$ cat src/rtl/cpu_run_monitor.sv
// rtl/cpu_run_monitor.sv - run control, halt detection and verdict latch for the RV32I core
module cpu_run_monitor #(
   parameter int XLEN           = 32,
   parameter int RESET_CYCLES   = 4,
   parameter int TIMEOUT_CYCLES = 100000,
   parameter int CNT_W          = 32,
   parameter int LOOP_LIMIT     = 2
) (
   input  logic             clk,
   input  logic             reset,
   output logic             core_reset,
   input  logic             retire_valid,
   input  logic [XLEN-1:0]  retire_pc,
   input  logic [31:0]      retire_inst,
   input  logic [XLEN-1:0]  a0_value,
   input  logic             halt_req,
   output logic [2:0]       state,
   output logic             done,
   output logic             pass,
   output logic [XLEN-1:0]  exit_code,
   output logic [XLEN-1:0]  fault_pc,
   output logic [CNT_W-1:0] cycle_count,
   output logic [CNT_W-1:0] retire_count
);

   localparam logic [2:0] S_HOLD    = 3'd0;
   localparam logic [2:0] S_RUN     = 3'd1;
   localparam logic [2:0] S_HALTED  = 3'd2;
   localparam logic [2:0] S_FAULT   = 3'd3;
   localparam logic [2:0] S_TIMEOUT = 3'd4;

   localparam int HW = (RESET_CYCLES > 1) ? $clog2(RESET_CYCLES) : 1;
   localparam int LW = $clog2(LOOP_LIMIT + 1);

   localparam logic [HW-1:0]    HOLD_LAST = HW'(RESET_CYCLES - 1);
   localparam logic [CNT_W-1:0] TMO_LAST  = CNT_W'(TIMEOUT_CYCLES - 1);
   localparam logic [LW-1:0]    LOOP_MAX  = LW'(LOOP_LIMIT);
   localparam logic [31:0]      INST_ECALL = 32'h0000_0073;
   localparam logic [31:0]      INST_JAL0  = 32'h0000_006F;

   logic [HW-1:0]   hold_cnt;
   logic [LW-1:0]   loop_cnt;
   logic [LW-1:0]   loop_next;
   logic [XLEN-1:0] loop_pc;
   logic [XLEN-1:0] last_pc;
   logic [XLEN-1:0] end_pc;
   logic            fault_ev;
   logic            halt_ev;
   logic            tmo_ev;

   // loop_next is the run length of identical self-loop retirements including this cycle
   always_comb begin
      loop_next = '0;
      if (retire_valid && retire_inst == INST_JAL0) begin
         if (loop_cnt != '0 && retire_pc == loop_pc)
            loop_next = (loop_cnt == LOOP_MAX) ? loop_cnt : loop_cnt + LW'(1);
         else
            loop_next = LW'(1);
      end
      fault_ev = retire_valid && (retire_pc[1:0] != 2'b00);
      halt_ev  = halt_req ||
                 (retire_valid && (retire_inst == INST_ECALL || loop_next == LOOP_MAX));
      tmo_ev   = (cycle_count == TMO_LAST);
      end_pc   = retire_valid ? retire_pc : last_pc;
   end

   always_ff @(posedge clk or posedge reset) begin
      if (reset) begin
         state        <= S_HOLD;
         core_reset   <= 1'b1;
         hold_cnt     <= '0;
         done         <= 1'b0;
         pass         <= 1'b0;
         exit_code    <= '0;
         fault_pc     <= '0;
         cycle_count  <= '0;
         retire_count <= '0;
         loop_cnt     <= '0;
         loop_pc      <= '0;
         last_pc      <= '0;
      end else begin
         case (state)
            S_HOLD: begin
               if (hold_cnt == HOLD_LAST) begin
                  state      <= S_RUN;
                  core_reset <= 1'b0;
               end else begin
                  hold_cnt <= hold_cnt + HW'(1);
               end
            end
            S_RUN: begin
               cycle_count <= cycle_count + CNT_W'(1);
               if (retire_valid) begin
                  retire_count <= retire_count + CNT_W'(1);
                  last_pc      <= retire_pc;
                  loop_cnt     <= loop_next;
                  loop_pc      <= retire_pc;
               end
               if (fault_ev) begin
                  state     <= S_FAULT;
                  done      <= 1'b1;
                  exit_code <= a0_value;
                  fault_pc  <= retire_pc;
               end else if (halt_ev) begin
                  state     <= S_HALTED;
                  done      <= 1'b1;
                  pass      <= (a0_value == '0);
                  exit_code <= a0_value;
                  fault_pc  <= end_pc;
               end else if (tmo_ev) begin
                  state    <= S_TIMEOUT;
                  done     <= 1'b1;
                  fault_pc <= end_pc;
               end
            end
            // terminal states hold everything until reset so the core can be inspected
            default: begin
            end
         endcase
      end
   end

endmodule

$ cat config.mk
export PLATFORM = sky130hd
export DESIGN_NAME = cpu_run_monitor
export DESIGN_NICKNAME = d
export VERILOG_FILES = /design/src/rtl/cpu_run_monitor.sv
export SDC_FILE = /design/constraint.sdc
export NUM_CORES = 1
export LEC_CHECK = 0
export ABC_AREA = 1
export CORE_MARGIN = 5
export CORE_UTILIZATION = 54
export DETAILED_ROUTE_END_ITERATION = 10
export GPL_TIMING_DRIVEN = 0
export PLACE_DENSITY = 0.86
export SETUP_SLACK_MARGIN = 0.3
export SYNTH_ARGS = -nofsm -noshare
export SYNTH_HDL_FRONTEND = slang
export SYNTH_SLANG_ARGS = --single-unit
$ cat constraint.sdc
create_clock -name clk -period 12 [get_ports clk]
set_clock_uncertainty 0.1 [all_clocks]
set_input_delay 2.4 -clock clk [delete_from_list [all_inputs] [get_ports clk]]
set_output_delay 2.4 -clock clk [all_outputs]
set_load 0.01 [all_outputs]
[After elaboration in Yosys (flattened, before gate mapping)]
Index checks and enable logic that the tools add are counted.
Operators by class
  shifts and indexed selects: 0
  equality and inequality tests: 10
  $mul: 0
  reductions and logical operators: 20
  magnitude comparators: 0
  div/mod/pow operators: 0
  $add $sub $neg: 4
  bitwise operators: 2
  muxes and demuxes: 17
Operators with widths (number)
  $mux W32: 6
  $add A32 B1 Y32 const B: 2
  $eq A32 B7 Y1 const B: 2
  $eq A32 B17 Y1 const B: 1
  $eq A32 B32 Y1: 1
  $logic_not A32 Y1: 1
  $mux W3: 4
  $reduce_and A2 Y1: 5
  $reduce_bool A2 Y1: 4
  $eq A2 B2 Y1 const B: 3
  $mux W2: 3
  $pmux W3 S2: 1
  $reduce_and A3 Y1: 2
  $add A2 B1 Y2 const B: 2
  $logic_and A1 B1 Y1: 4
  $ne A4 B4 Y1 const B: 1
  $eq A3 B1 Y1 const B: 1
  $logic_not A3 Y1: 1
  $mux W1: 3
  $reduce_bool A3 Y1: 1
  $logic_or A1 B1 Y1: 2
  $ne A2 B2 Y1 const B: 1
  $not A1 Y1: 2
Word-level totals
  latch bits: 0
  input port bits: 100
  flip-flop bits (word level): 202
  output and inout port bits: 134
  bits in writable memories: 0
  memory bits (read-only): 0
  memories: 0
  logic and storage cells: 65

[Depth between registers and ports, before layout]
Gate-level depths: netlist of run 1.
  word-level depth: 11
  depth in mapped cells: 17
  depth with buffers taken out: 15

[Least setup slack after synthesis of run 1]
No wires, ideal clock.
  kind: input to register
  start: input retire_inst[1]
  end: register exit_code[10]
  data required time: 11783 ps
  setup slack: 8121 ps
  arrival time: 3662 ps
  library setup time: 117 ps
  stages on the path: 13
  path buffers: 2
  path through: nand2_1 > nor3b_1 > nand3_1 > nor3_1 > nand3_1 > nand2_2 > nand2_4 > nand3_4 > nand2_4 > buf_6 > buf_6 > nand2_1 > nand2_1
Between the ends
  word-level cells in the longest chain between the ends: 9
  elaborated cells between the ends (all ways): 10
  those cells by class: eq/ne: 3; mux: 1; reduce/logical: 6
RTL lines
  start: declaration: RTL line 14  | input logic [31:0] retire_inst,
  $eq A32 B7 Y1: RTL line 54  | if (retire_valid && retire_inst == INST_JAL0) begin
  $logic_and A1 B1 Y1: RTL line 54
  $mux W2: RTL line 54
  $eq A2 B2 Y1: RTL line 62  | (retire_valid && (retire_inst == INST_ECALL || loop_next == LOOP_MAX));
  $logic_or A1 B1 Y1 *: RTL line 62
  $logic_and A1 B1 Y1 *: RTL line 62
  $logic_or A1 B1 Y1 *: RTL line 61  | halt_ev = halt_req ||
  $reduce_bool A2 Y1 (no source line) *
  $reduce_and A2 Y1 (no source line) *
  end signal: assignment: RTL line 102  | exit_code <= a0_value;
  end signal: assignment: RTL line 108  | exit_code <= a0_value;
  end: declaration: RTL line 20  | output logic [XLEN-1:0] exit_code,
Every way passes the cells marked *; elsewhere a longest branch is shown, timed or not.
A chain may end at the register's enable or synchronous reset.

[Worst setup path in the final report of run 1]
  start: input retire_pc[20]
  end: register fault_pc[24]
Between the ends
  word-level cells in the longest chain between the ends: 10
  elaborated cells between the ends (all ways): 12
  those cells by class: eq/ne: 2; mux: 4; reduce/logical: 6
RTL lines
  start: declaration: RTL line 13  | input logic [XLEN-1:0] retire_pc,
  $eq A32 B32 Y1 *: RTL line 55  | if (loop_cnt != '0 && retire_pc == loop_pc)
  $logic_and A1 B1 Y1 *: RTL line 55
  $mux W2 *: RTL line 55
  $mux W2 *: RTL line 54
  $eq A2 B2 Y1 *: RTL line 62
  $logic_or A1 B1 Y1 *: RTL line 62
  $logic_and A1 B1 Y1 *: RTL line 62
  $logic_or A1 B1 Y1 *: RTL line 61
  $reduce_bool A3 Y1 (no source line) or $mux W32 (tied branches)
  $reduce_and A2 Y1 (no source line) or $mux W32 (tied branches)
  end signal: assignment: RTL line 103  | fault_pc <= retire_pc;
  end signal: assignment: RTL line 109  | fault_pc <= end_pc;
  end signal: assignment: RTL line 113  | fault_pc <= end_pc;
  end: declaration: RTL line 21  | output logic [XLEN-1:0] fault_pc,
Marked as above.

==> results of run 1 <==
## kinds of logic (layout without fill, tap and decap cells)
group | count (synthesis) | in the layout | share of synthesized area (%)
buf+inv | 198 | 472 | 8.130
fa+ha+maj | 4 | 4 | 0.5228
flops | 202 | 202 | 52.82
xor+xnor | 69 | 69 | 6.313
simple gates | 540 | 540 | 25.45
compound gates | 124 | 124 | 6.653
mux | 1 | 1 | 0.1176
## cell usage after synthesis (2+ instances only)
| cell | count |
|---|---|
| sky130_fd_sc_hd__nand2_1 | 337 |
| sky130_fd_sc_hd__dfrtp_1 | 201 |
| sky130_fd_sc_hd__inv_1 | 159 |
| sky130_fd_sc_hd__o21ai_0 | 97 |
| sky130_fd_sc_hd__nand3_1 | 62 |
| sky130_fd_sc_hd__nor2_1 | 62 |
| sky130_fd_sc_hd__xor2_1 | 45 |
| sky130_fd_sc_hd__xnor2_1 | 24 |
| sky130_fd_sc_hd__nand4_1 | 20 |
| sky130_fd_sc_hd__o21ai_1 | 20 |
| sky130_fd_sc_hd__clkbuf_1 | 16 |
| sky130_fd_sc_hd__nor3_1 | 16 |
| sky130_fd_sc_hd__buf_2 | 10 |
| sky130_fd_sc_hd__nor4_1 | 9 |
| sky130_fd_sc_hd__buf_1 | 6 |
| sky130_fd_sc_hd__nor2_4 | 5 |
| sky130_fd_sc_hd__nor3_2 | 5 |
| sky130_fd_sc_hd__ha_1 | 4 |
| sky130_fd_sc_hd__inv_2 | 4 |
| sky130_fd_sc_hd__nand2_2 | 4 |
| sky130_fd_sc_hd__nand3_2 | 4 |
| sky130_fd_sc_hd__buf_6 | 3 |
| sky130_fd_sc_hd__nand2_4 | 3 |
| sky130_fd_sc_hd__o21ai_2 | 3 |
| sky130_fd_sc_hd__nand4_2 | 2 |
| sky130_fd_sc_hd__nor4_2 | 2 |
| sky130_fd_sc_hd__o22ai_1 | 2 |
## power by group through the flow
| stage | combinational (mW) | clock [mW] | sequential [mW] |
|---|---|---|---|
| 3_3_place_gp | 0.103 | 0 | 0.714 |
| 5_1_grt | 0.121 | 0.716 | 0.704 |
| 3_5_place_dp | 0.107 | 0 | 0.715 |
| 2_1_floorplan | 0.0510 | 0 | 0.714 |
| 4_1_cts | 0.108 | 0.687 | 0.702 |
| 6_report | 0.107 | 0.679 | 0.702 |
## flip-flops by register name, summed over array words and instances (netlist names)
| register | flops |
|---|---|
| fault_pc | 32 |
| retire_count | 32 |
| exit_code | 32 |
| core_reset | 1 |
| cycle_count | 32 |
| loop_cnt | 2 |
| loop_pc | 32 |
| state | 3 |
| done | 1 |
| last_pc | 32 |
| pass | 1 |
| hold_cnt | 2 |
## stage by stage
step / cells / power (mW)
after floorplan: 1138 / 0.7647
after global placement: 1596 / 0.8172
after detailed placement: 1597 / 0.8213
after CTS: 1637 / 1.497
after global routing: 1637 / 1.540
final: 1637 / 1.489
## worst paths after layout
kind,end,slack [ps]
setup / recovery,fault_pc[24],7440
hold / removal,done,360
setup reg to reg,fault_pc[24],9480
hold reg to reg,done,360
max in group asynchronous,fault_pc[24],8530
min in group asynchronous,cycle_count[23],2320
## cell usage in the layout (no fill, tap or decap), types with 20 or more instances in the layout
| master | count |
|---|---|
| sky130_fd_sc_hd__clkdlybuf4s50_1 | 233 |
| sky130_fd_sc_hd__nand3_1 | 62 |
| sky130_fd_sc_hd__clkbuf_16 | 23 |
| sky130_fd_sc_hd__nand4_1 | 20 |
| sky130_fd_sc_hd__clkbuf_1 | 24 |
| sky130_fd_sc_hd__nand2_1 | 337 |
| sky130_fd_sc_hd__nor2_1 | 62 |
| sky130_fd_sc_hd__dfrtp_1 | 201 |
| sky130_fd_sc_hd__o21ai_0 | 97 |
| sky130_fd_sc_hd__o21ai_1 | 20 |
| sky130_fd_sc_hd__xnor2_1 | 24 |
| sky130_fd_sc_hd__inv_1 | 158 |
| sky130_fd_sc_hd__xor2_1 | 45 |
## worst register-to-register path, stage by stage, from the launching register on
cell,delay [ps]
sky130_fd_sc_hd__dfrtp_1,340
sky130_fd_sc_hd__inv_1,50
sky130_fd_sc_hd__ha_1,200
sky130_fd_sc_hd__a21oi_1,130
sky130_fd_sc_hd__nand3_1,90
sky130_fd_sc_hd__nor2_1,100
sky130_fd_sc_hd__nand2_1,60
sky130_fd_sc_hd__nor2_1,190
sky130_fd_sc_hd__nand3_1,160
sky130_fd_sc_hd__nand2_2,120
sky130_fd_sc_hd__nand2_4,80
sky130_fd_sc_hd__nand4_2,190
sky130_fd_sc_hd__nand2_2,220
sky130_fd_sc_hd__buf_2,250
sky130_fd_sc_hd__nand2_1,80
sky130_fd_sc_hd__nand2_1,50
## layout make-up
class	count	area, sq um
Buffer	35	166.4
Clock buffer	37	688.2
Clock inverter	3	40.04
Fill cell	1253	4407
Inverter	163	619.3
Multi-Input combinational cell	738	3739
Sequential cell	202	5056
Tap cell	225	281.5
Timing Repair Buffer	234	2360
## routing by layer
| metal | share of wire [%] | up-vias | track usage, % |
|---|---|---|---|
| met1 | 40 | 4043 | 33.98 |
| met5 | 0.076 | - | 0 |
| met4 | 3.8 | 2 | 9.305 |
| met3 | 7.2 | 66 | 4.521 |
| li1 | - | 4097 | - |
| met2 | 49 | 304 | 43.05 |
==> impl_metrics.json, run 1 <==
{
  "final_nets": 1500,
  "cts.htree.levels": 1,
  "slew_headroom_pct": 49.15,
  "die_span_in_x_um": 143.1,
  "worst_setup_hold_path_clk_slew_ps": 60,
  "timing.critical_path.mode_cell": "sky130_fd_sc_hd__nand2_1",
  "cts_resized": 0,
  "ys.flop_type": "sky130_fd_sc_hd__dfrtp_1",
  "synth-edff-count": 0,
  "avgSynthCellArea_sq_um": 8.412,
  "setup_viol": 0,
  "drc_errors": 0,
  "rsz_0062_raised_after_global_routing": "no",
  "hold_start": "done",
  "synthDistinctLibCells": 40,
  "min_delay_path_depth": 2,
  "dpl-instance-area_sq_um": 12220,
  "antenna_found_initial": 1,
  "seqPwrFrac_pct": 47.2,
  "post-route-period-util_pct": 37.98,
  "root_buffer": "sky130_fd_sc_hd__clkbuf_16",
  "switching_power_mw": 0.3331,
  "synth_largest_type_area_fraction_pct": 52.54,
  "dp.final_hpwl_um": 18970,
  "syn_inst": 1138,
  "cp.arrival_ps": 4840,
  "die_area_sq_um": 20490,
  "total_number_of_placement_rows": 48,
  "flow.area_growth_from_synthesis_pct": 35.28,
  "criticalPathCategory": "in -> reg",
  "peak_supply_drop_v": 0.0001142,
  "gp_congestion": 0.9006,
  "drt_pass1_iterations": 5,
  "start_util_pct": 55.15,
  "worst-endpoint-required_ps": 12290,
  "cp_top_delay_family": "simple AND/OR/NAND/NOR gates",
  "post-route-util_pct": 74.61,
  "status": "finished clean",
  "syn_area_sq_um": 9573,
  "hp-class": "reg -> reg",
  "vias": 8512,
  "p_leak_nw": 6.279,
  "critical_path.startpoint": "retire_pc[20]",
  "regToRegStartpoint": "loop_cnt[1]",
  "report.final.hold_viol_count": 0,
  "critical_path_peak_fanout": 10,
  "crit_chain": "clkdlybuf4s50_1 -> inv_1 -> nand2_1 -> nand2_1 -> nor2_1 -> nand2_1 -> nor2_1 -> nand2_1 -> nor2_1 -> nand3_1 -> nand2_2 -> nand2_4 -> nand4_2 -> nand2_2 -> buf_2 -> nand2_1 -> nand2_1",
  "sequential_area_share_after_synthesis_pct": 52.82,
  "crit_path_top_delay_cell": "sky130_fd_sc_hd__clkdlybuf4s50_1",
  "power_density_nw_per_um2": 115.0,
  "cts_tree": "yes",
  "timing.critical_path.to_type": "flip-flop",
  "synth_largest_area_cell": "sky130_fd_sc_hd__dfrtp_1",
  "start_kind": "input port",
  "post_route_cells_drive_above_1_share_pct": 6.161,
  "wl_per_cell_um": 16.11,
  "clockBufferDepth": 3,
  "cts_hold_repair.buffers": 0,
  "tightest_slew_ps": 754.8,
  "timing_max_transition_violations_final": 0,
  "power.combinational.fraction_pct": 7.2,
  "post_route_cell_area_sq_um": 12950,
  "number_of_input_and_output_port_buffers_inserted": 233,
  "post_cts_buffers": 0,
  "pwr-share-clk_pct": 45.6,
  "switching_share_of_power_pct": 22.38,
  "cts.sinks": 202,
  "ant_nets": 0,
  "critPathBufInv": 3,
  "synth_fp_nets": 1242,
  "synth_seq_cells": 202,
  "postLayoutSetupSlackWorst_ps": 7443,
  "yosysWarnings": 0,
  "placeable_core_area_sq_um": 17360,
  "drt-initial-drc-count": 523,
  "antenna-diode-count": 0,
  "grt_usage_pct": 25.78,
  "pin_count": 234,
  "asyncSetResetFlopFracSynth_pct": 100.0,
  "grt_pass1_vias": 8687,
  "power.internal_mw": 1.156,
  "worst_skew_pair.late_latency_ps": 500,
  "r2r.worst_path.cells": 15,
  "grt_start_max_net_pins": 114,
  "max_cap_violations": 0,
  "cts_inserted_buffers": 22,
  "setup-tns-final_ps": 0,
  "finalCriticalPeriod_ps": 4557,
  "post_synth_main_area_contributors": "sky130_fd_sc_hd__dfrtp_1 53%, sky130_fd_sc_hd__nand2_1 13%, sky130_fd_sc_hd__inv_1 6.2%, sky130_fd_sc_hd__o21ai_0 5.1%, sky130_fd_sc_hd__xor2_1 4.1%",
  "grt_first_pass_wirelength_um": 43040,
  "fin_hold_ws_ps": 360.4,
  "postRouteWirelength_um": 26370,
  "preCtsSetupSlack_ps": 6931,
  "timing.critical_path.slowest_cell_delay_ps": 530,
  "grt-ovfl-total": 0,
  "crit_cells": 17,
  "vias_per_cell": 5.200,
  "die_y_um": 143.1,
  "upper_clock_frequency_limit_ghz": 0.2194
}
Power figures use the tool's default switching activity.
==> run 2, diff against run 1 <==
- CORE_UTILIZATION: 54 -> 50
- PLACE_DENSITY: 0.86 -> 0.81
- clock period: 12 -> 4.6 ns (I/O delays scaled with it)
==> impl_metrics.json, run 2 (synthesis gave the netlist of run 1 again) <==
{
  "status": "finished clean",
  "worst-endpoint-required_ps": 4870,
  "worst_setup_hold_path_clk_slew_ps": 60,
  "setup-tns-final_ps": 0,
  "criticalPathCategory": "in -> reg",
  "post-route-util_pct": 69.47,
  "vias_per_cell": 5.124,
  "grt_first_pass_wirelength_um": 42430,
  "post-route-period-util_pct": 68.30,
  "max_cap_violations": 0,
  "root_buffer": "sky130_fd_sc_hd__clkbuf_16",
  "number_of_input_and_output_port_buffers_inserted": 233,
  "placeable_core_area_sq_um": 18770,
  "rsz_0062_raised_after_global_routing": "no",
  "grt-ovfl-total": 0,
  "power.internal_mw": 3.009,
  "die_span_in_x_um": 148.4,
  "finalCriticalPeriod_ps": 3142,
  "grt_pass1_vias": 8476,
  "timing.critical_path.to_type": "flip-flop",
  "ant_nets": 0,
  "gp_congestion": 0.8441,
  "final_nets": 1505,
  "postRouteWirelength_um": 25880,
  "start_kind": "input port",
  "die_y_um": 148.4,
  "drc_errors": 0,
  "upper_clock_frequency_limit_ghz": 0.3183,
  "hp-class": "reg -> reg",
  "post_route_cells_drive_above_1_share_pct": 6.634,
  "start_util_pct": 51.01,
  "final_common_cell": "sky130_fd_sc_hd__nand2_1",
  "dp.cells": 1610,
  "drt-initial-drc-count": 497,
  "tightest_slew_ps": 779.7,
  "layoutNonFillerInstCount": 1652,
  "grt_start_max_net_pins": 42,
  "die_area_sq_um": 22010,
  "post_cts_buffers": 0,
  "switching_power_mw": 0.8763,
  "fin_hold_ws_ps": 353.0,
  "switching_share_of_power_pct": 22.55,
  "wl_per_cell_um": 15.66,
  "flow.area_growth_from_synthesis_pct": 36.20,
  "cts.htree.levels": 1,
  "cts_resized": 0,
  "cts_tree": "yes",
  "mostFrequentLayoutCells": "337 x sky130_fd_sc_hd__nand2_1, 233 x sky130_fd_sc_hd__clkdlybuf4s50_1, 201 x sky130_fd_sc_hd__dfrtp_1",
  "pin_count": 234,
  "cts_hold_repair.buffers": 0,
  "vias": 8465,
  "setup_viol": 0,
  "peak_supply_drop_v": 0.0002776,
  "critical_path_peak_fanout": 10,
  "grt_usage_pct": 23.47,
  "power_density_nw_per_um2": 298.0,
  "cts.sinks": 202,
  "cts_inserted_buffers": 23,
  "post-layout-total-power_mw": 3.885,
  "total_number_of_placement_rows": 50,
  "drt_pass1_iterations": 5,
  "dp.final_hpwl_um": 19300,
  "cp.arrival_ps": 3410,
  "antenna_found_initial": 1,
  "slew_headroom_pct": 47.47,
  "timing_max_transition_violations_final": 0,
  "report.final.hold_viol_count": 0,
  "pwr-share-clk_pct": 45.5,
  "worst_skew_pair.late_latency_ps": 510,
  "power.combinational.fraction_pct": 7.4,
  "clockBufferDepth": 3,
  "p_leak_nw": 6.314,
  "seqPwrFrac_pct": 47.2
}
run 2: cell type report:
class                   count  area [sq um]
plain buffers              35         166.4
clock buffers              34         666.9
inverters                 163         615.6
clock inverters             7         67.56
multi-input cells         738          3739
repair buffers            238          2432
well taps                 234         292.8
fillers                  1470          5729
diodes                      1         2.502
flip-flops and latches    202          5056
run 2: stage by stage:
step	setup slack (ps)	area, sq um
2_1_floorplan	964.5	9577
3_3_place_gp	-618.8	12200
3_5_place_dp	988.4	12300
4_1_cts	1438	13040
5_1_grt	1330	13040
6_report	1458	13040
run 2: worst max-delay path, cell delays in order:
cell	delay, ps
sky130_fd_sc_hd__clkdlybuf4s50_1	680
sky130_fd_sc_hd__nand2_1	90
sky130_fd_sc_hd__inv_1	60
sky130_fd_sc_hd__nand2_1	50
sky130_fd_sc_hd__inv_1	60
sky130_fd_sc_hd__nand3_1	170
sky130_fd_sc_hd__nor3_1	200
sky130_fd_sc_hd__nand3_1	140
sky130_fd_sc_hd__nand2_2	120
sky130_fd_sc_hd__nand2_4	80
sky130_fd_sc_hd__nand4_2	210
sky130_fd_sc_hd__nand2_2	220
sky130_fd_sc_hd__buf_2	260
sky130_fd_sc_hd__nand2_1	100
sky130_fd_sc_hd__nand2_1	60
run 2: worst paths after layout:
kind / startpoint / to / slack [ps] / depth (start not counted)
worst max-delay path: retire_valid / fault_pc[4] / 1460 / 15
worst min-delay path: core_reset / core_reset / 350 / 2
worst max register to register: state[1] / fault_pc[9] / 2040 / 7
worst min register to register: core_reset / core_reset / 350 / 2
max in group asynchronous: reset / last_pc[2] / 2630 / 5
min in group asynchronous: reset / retire_count[31] / 720 / 2
run 2: metal layers:
layer  part of all wire (%)  vias to the layer above  track usage, %
met4                    2.3                        0           6.420
met5                      0                        -               0
met3                    6.0                       41           4.449
met1                     42                     4033           30.29
met2                     50                      282           40.76
li1                       -                     4109               -
run 2: power by group through the flow:
stage	logic (mW)	registers [mW]	clock network, mW
floorplan	0.133	1.86	0
finish	0.286	1.83	1.77
detailed placement	0.286	1.86	0
CTS	0.288	1.83	1.80
global placement	0.268	1.86	0
global route	0.323	1.84	1.88
==> run 3, diff against run 2 <==
- CORE_UTILIZATION: 50 -> 45
- PLACE_DENSITY: 0.81 -> 0.77
- clock period: 4.6 -> 2.8 ns (I/O delays scaled with it)
==> impl_metrics.json, run 3 (synthesis gave the netlist of run 1 again) <==
{
  "groute.layer.met1.usage_pct": 27.16,
  "placeable_core_area_sq_um": 20960,
  "number_of_input_and_output_port_buffers_inserted": 233,
  "report.final.hold_viol_count": 0,
  "drt_pass1_iterations": 5,
  "seqPwrFrac_pct": 46.3,
  "vias": 8373,
  "slew_headroom_pct": 50.77,
  "preCtsSetupSlack_ps": -403.3,
  "timing.critical_path.mode_cell": "sky130_fd_sc_hd__nand2_1",
  "area.sequential_sq_um": 5056,
  "flow.area_growth_from_synthesis_pct": 38.67,
  "crit_chain": "clkdlybuf4s50_1 -> inv_1 -> nand2_1 -> nand2_1 -> nor2_1 -> nand2_1 -> nor2_1 -> nand2_1 -> nor2_2 -> nand3_2 -> nand2_2 -> nand2_4 -> nand4_4 -> buf_2 -> nand3_1 -> nand2_1",
  "globalRouteMet3Util_pct": 2.996,
  "final_nets": 1510,
  "antenna-diode-count": 0,
  "post-route-period-util_pct": 86.01,
  "cts.sinks": 202,
  "gp_congestion": 0.8347,
  "pwr-share-clk_pct": 46.3,
  "clockBufferDepth": 3,
  "die_y_um": 155.9,
  "critical_path_peak_fanout": 10,
  "grt-ovfl-total": 0,
  "grt.met2_usage_pct": 36.75,
  "antenna_found_initial": 2,
  "grt_usage_pct": 20.93,
  "die_span_in_x_um": 155.9,
  "worst-endpoint-required_ps": 3130,
  "setup_viol": 0,
  "cp_top_delay_family": "simple AND/OR/NAND/NOR gates",
  "drt-initial-drc-count": 401,
  "tightest_slew_ps": 736.9,
  "dp.cells": 1651,
  "upper_clock_frequency_limit_ghz": 0.4152,
  "regToRegStartpoint": "state[1]",
  "rsz_0062_raised_after_global_routing": "no",
  "cts_tree": "yes",
  "post_route_cells_drive_above_1_share_pct": 7.530,
  "die_area_sq_um": 24290,
  "power_density_nw_per_um2": 489.6,
  "postLayoutSetupSlackWorst_ps": 391.6,
  "power.internal_mw": 5.046,
  "finalCriticalPeriod_ps": 2408,
  "hold_start": "retire_pc[5]",
  "crit_path_top_delay_cell": "sky130_fd_sc_hd__clkdlybuf4s50_1",
  "cts.htree.levels": 1,
  "min_delay_worst_endpoint": "loop_pc[5]",
  "grt_start_max_net_pins": 42,
  "layoutNonFillerInstCount": 1696,
  "timing.critical_path.to_type": "flip-flop",
  "peak_supply_drop_v": 0.0004508,
  "power.combinational.fraction_pct": 7.4,
  "timing_max_transition_violations_final": 0,
  "multi_input_combinational_cell_area_sq_um": 3776,
  "mostFrequentLayoutCells": "337 x sky130_fd_sc_hd__nand2_1, 219 x sky130_fd_sc_hd__clkdlybuf4s50_1, 201 x sky130_fd_sc_hd__dfrtp_1",
  "dp.final_hpwl_um": 19450,
  "worst-r2r-setup-slack_ps": 410,
  "root_buffer": "sky130_fd_sc_hd__clkbuf_16",
  "wl_per_cell_um": 15.40,
  "switching_share_of_power_pct": 22.37,
  "vias_per_cell": 4.937,
  "grt_first_pass_wirelength_um": 41700,
  "r2r_end": "fault_pc[19]",
  "cts_hold_repair.buffers": 0,
  "min_delay_path_depth": 3,
  "pin_count": 234,
  "r2r.worst_path.cells": 7,
  "worst_skew_pair.late_latency_ps": 500,
  "timing.critical_path.slowest_cell_delay_ps": 520,
  "cts_inserted_buffers": 22,
  "final.fill_count": 1781,
  "postRouteWirelength_um": 26110,
  "drc_errors": 0,
  "start_kind": "input port",
  "p_leak_nw": 6.508,
  "hp-class": "in -> reg",
  "final_common_cell": "sky130_fd_sc_hd__nand2_1",
  "criticalPathCategory": "in -> reg",
  "global_route.peak_usage_layer": "met2",
  "fin_hold_ws_ps": 278.4,
  "status": "finished clean",
  "ant_nets": 0,
  "max_cap_violations": 0,
  "total_number_of_placement_rows": 53,
  "critPathBufInv": 3,
  "worst_setup_hold_path_clk_slew_ps": 60,
  "switching_power_mw": 1.454,
  "cp.arrival_ps": 2740,
  "start_util_pct": 45.68,
  "grt_pass1_vias": 8201
}
[run 3: what timing repair did]
item / CTS / global route
gates resized for setup: 6 / 28
gates cloned: 0 / 1
pin swaps: 0 / 3
endpoints found under the setup margin: 37 / 62
buffers inserted: 0 / 5
[run 3: layout make-up]
cell class / instances / share of cell area, %
Sequential cell: 202 / 38.09
Clock buffer: 31 / 5.014
Buffer: 35 / 1.470
Multi-Input combinational cell: 738 / 28.44
Timing Repair Buffer: 244 / 19.03
Tap cell: 275 / 2.592
Inverter: 163 / 4.637
Clock inverter: 8 / 0.7257
[run 3: tightest hold or removal path, stage by stage]
cell	delay, ps
sky130_fd_sc_hd__dlymetal6s2s_1	130
sky130_fd_sc_hd__nand2_1	80
sky130_fd_sc_hd__nand2_1	60
[run 3: power groups by stage]
| stage | combinational (mW) | sequential [mW] | clock (mW) |
|---|---|---|---|
| 6_report | 0.478 | 3.01 | 3.01 |
| 5_1_grt | 0.537 | 3.02 | 3.17 |
| 4_1_cts | 0.477 | 3.01 | 3.07 |
| 3_5_place_dp | 0.471 | 3.06 | 0 |
| 3_3_place_gp | 0.444 | 3.06 | 0 |
| 2_1_floorplan | 0.219 | 3.06 | 0 |
[run 3: per-stage QoR]
stage	total power [mW]	utilization [%]	setup TNS [ps]	instance area (sq um)
after CTS	6.557	62.68	0	13130
after global routing	6.718	63.35	0	13280
after floorplan	3.278	-	-95570	9577
after global placement	3.505	58.47	-437700	12250
after detailed placement	3.534	58.95	-18650	12350
final	6.500	63.35	0	13280
[run 3: worst max-delay path by stage]
| stage | end | from | slack [ps] | depth (start not counted) |
|---|---|---|---|---|
| floorplan | cycle_count[0] | reset | -480 | 1 |
| global placement | exit_code[16] | reset | -2100 | 2 |
| detailed placement | fault_pc[8] | retire_valid | -400 | 15 |
| CTS | fault_pc[2] | retire_pc[20] | 300 | 17 |
| global route | fault_pc[2] | retire_pc[17] | 290 | 17 |
| finish | fault_pc[25] | retire_pc[17] | 390 | 16 |
[run 3: routing by layer]
layer  routed length (um)  share of wire (%)  vias up
met5                   27               0.10        -
met4                  633                2.4        4
li1                     -                  -     4116
met3                 1540                5.9       46
met1                10930                 42     3955
met2                12990                 50      252
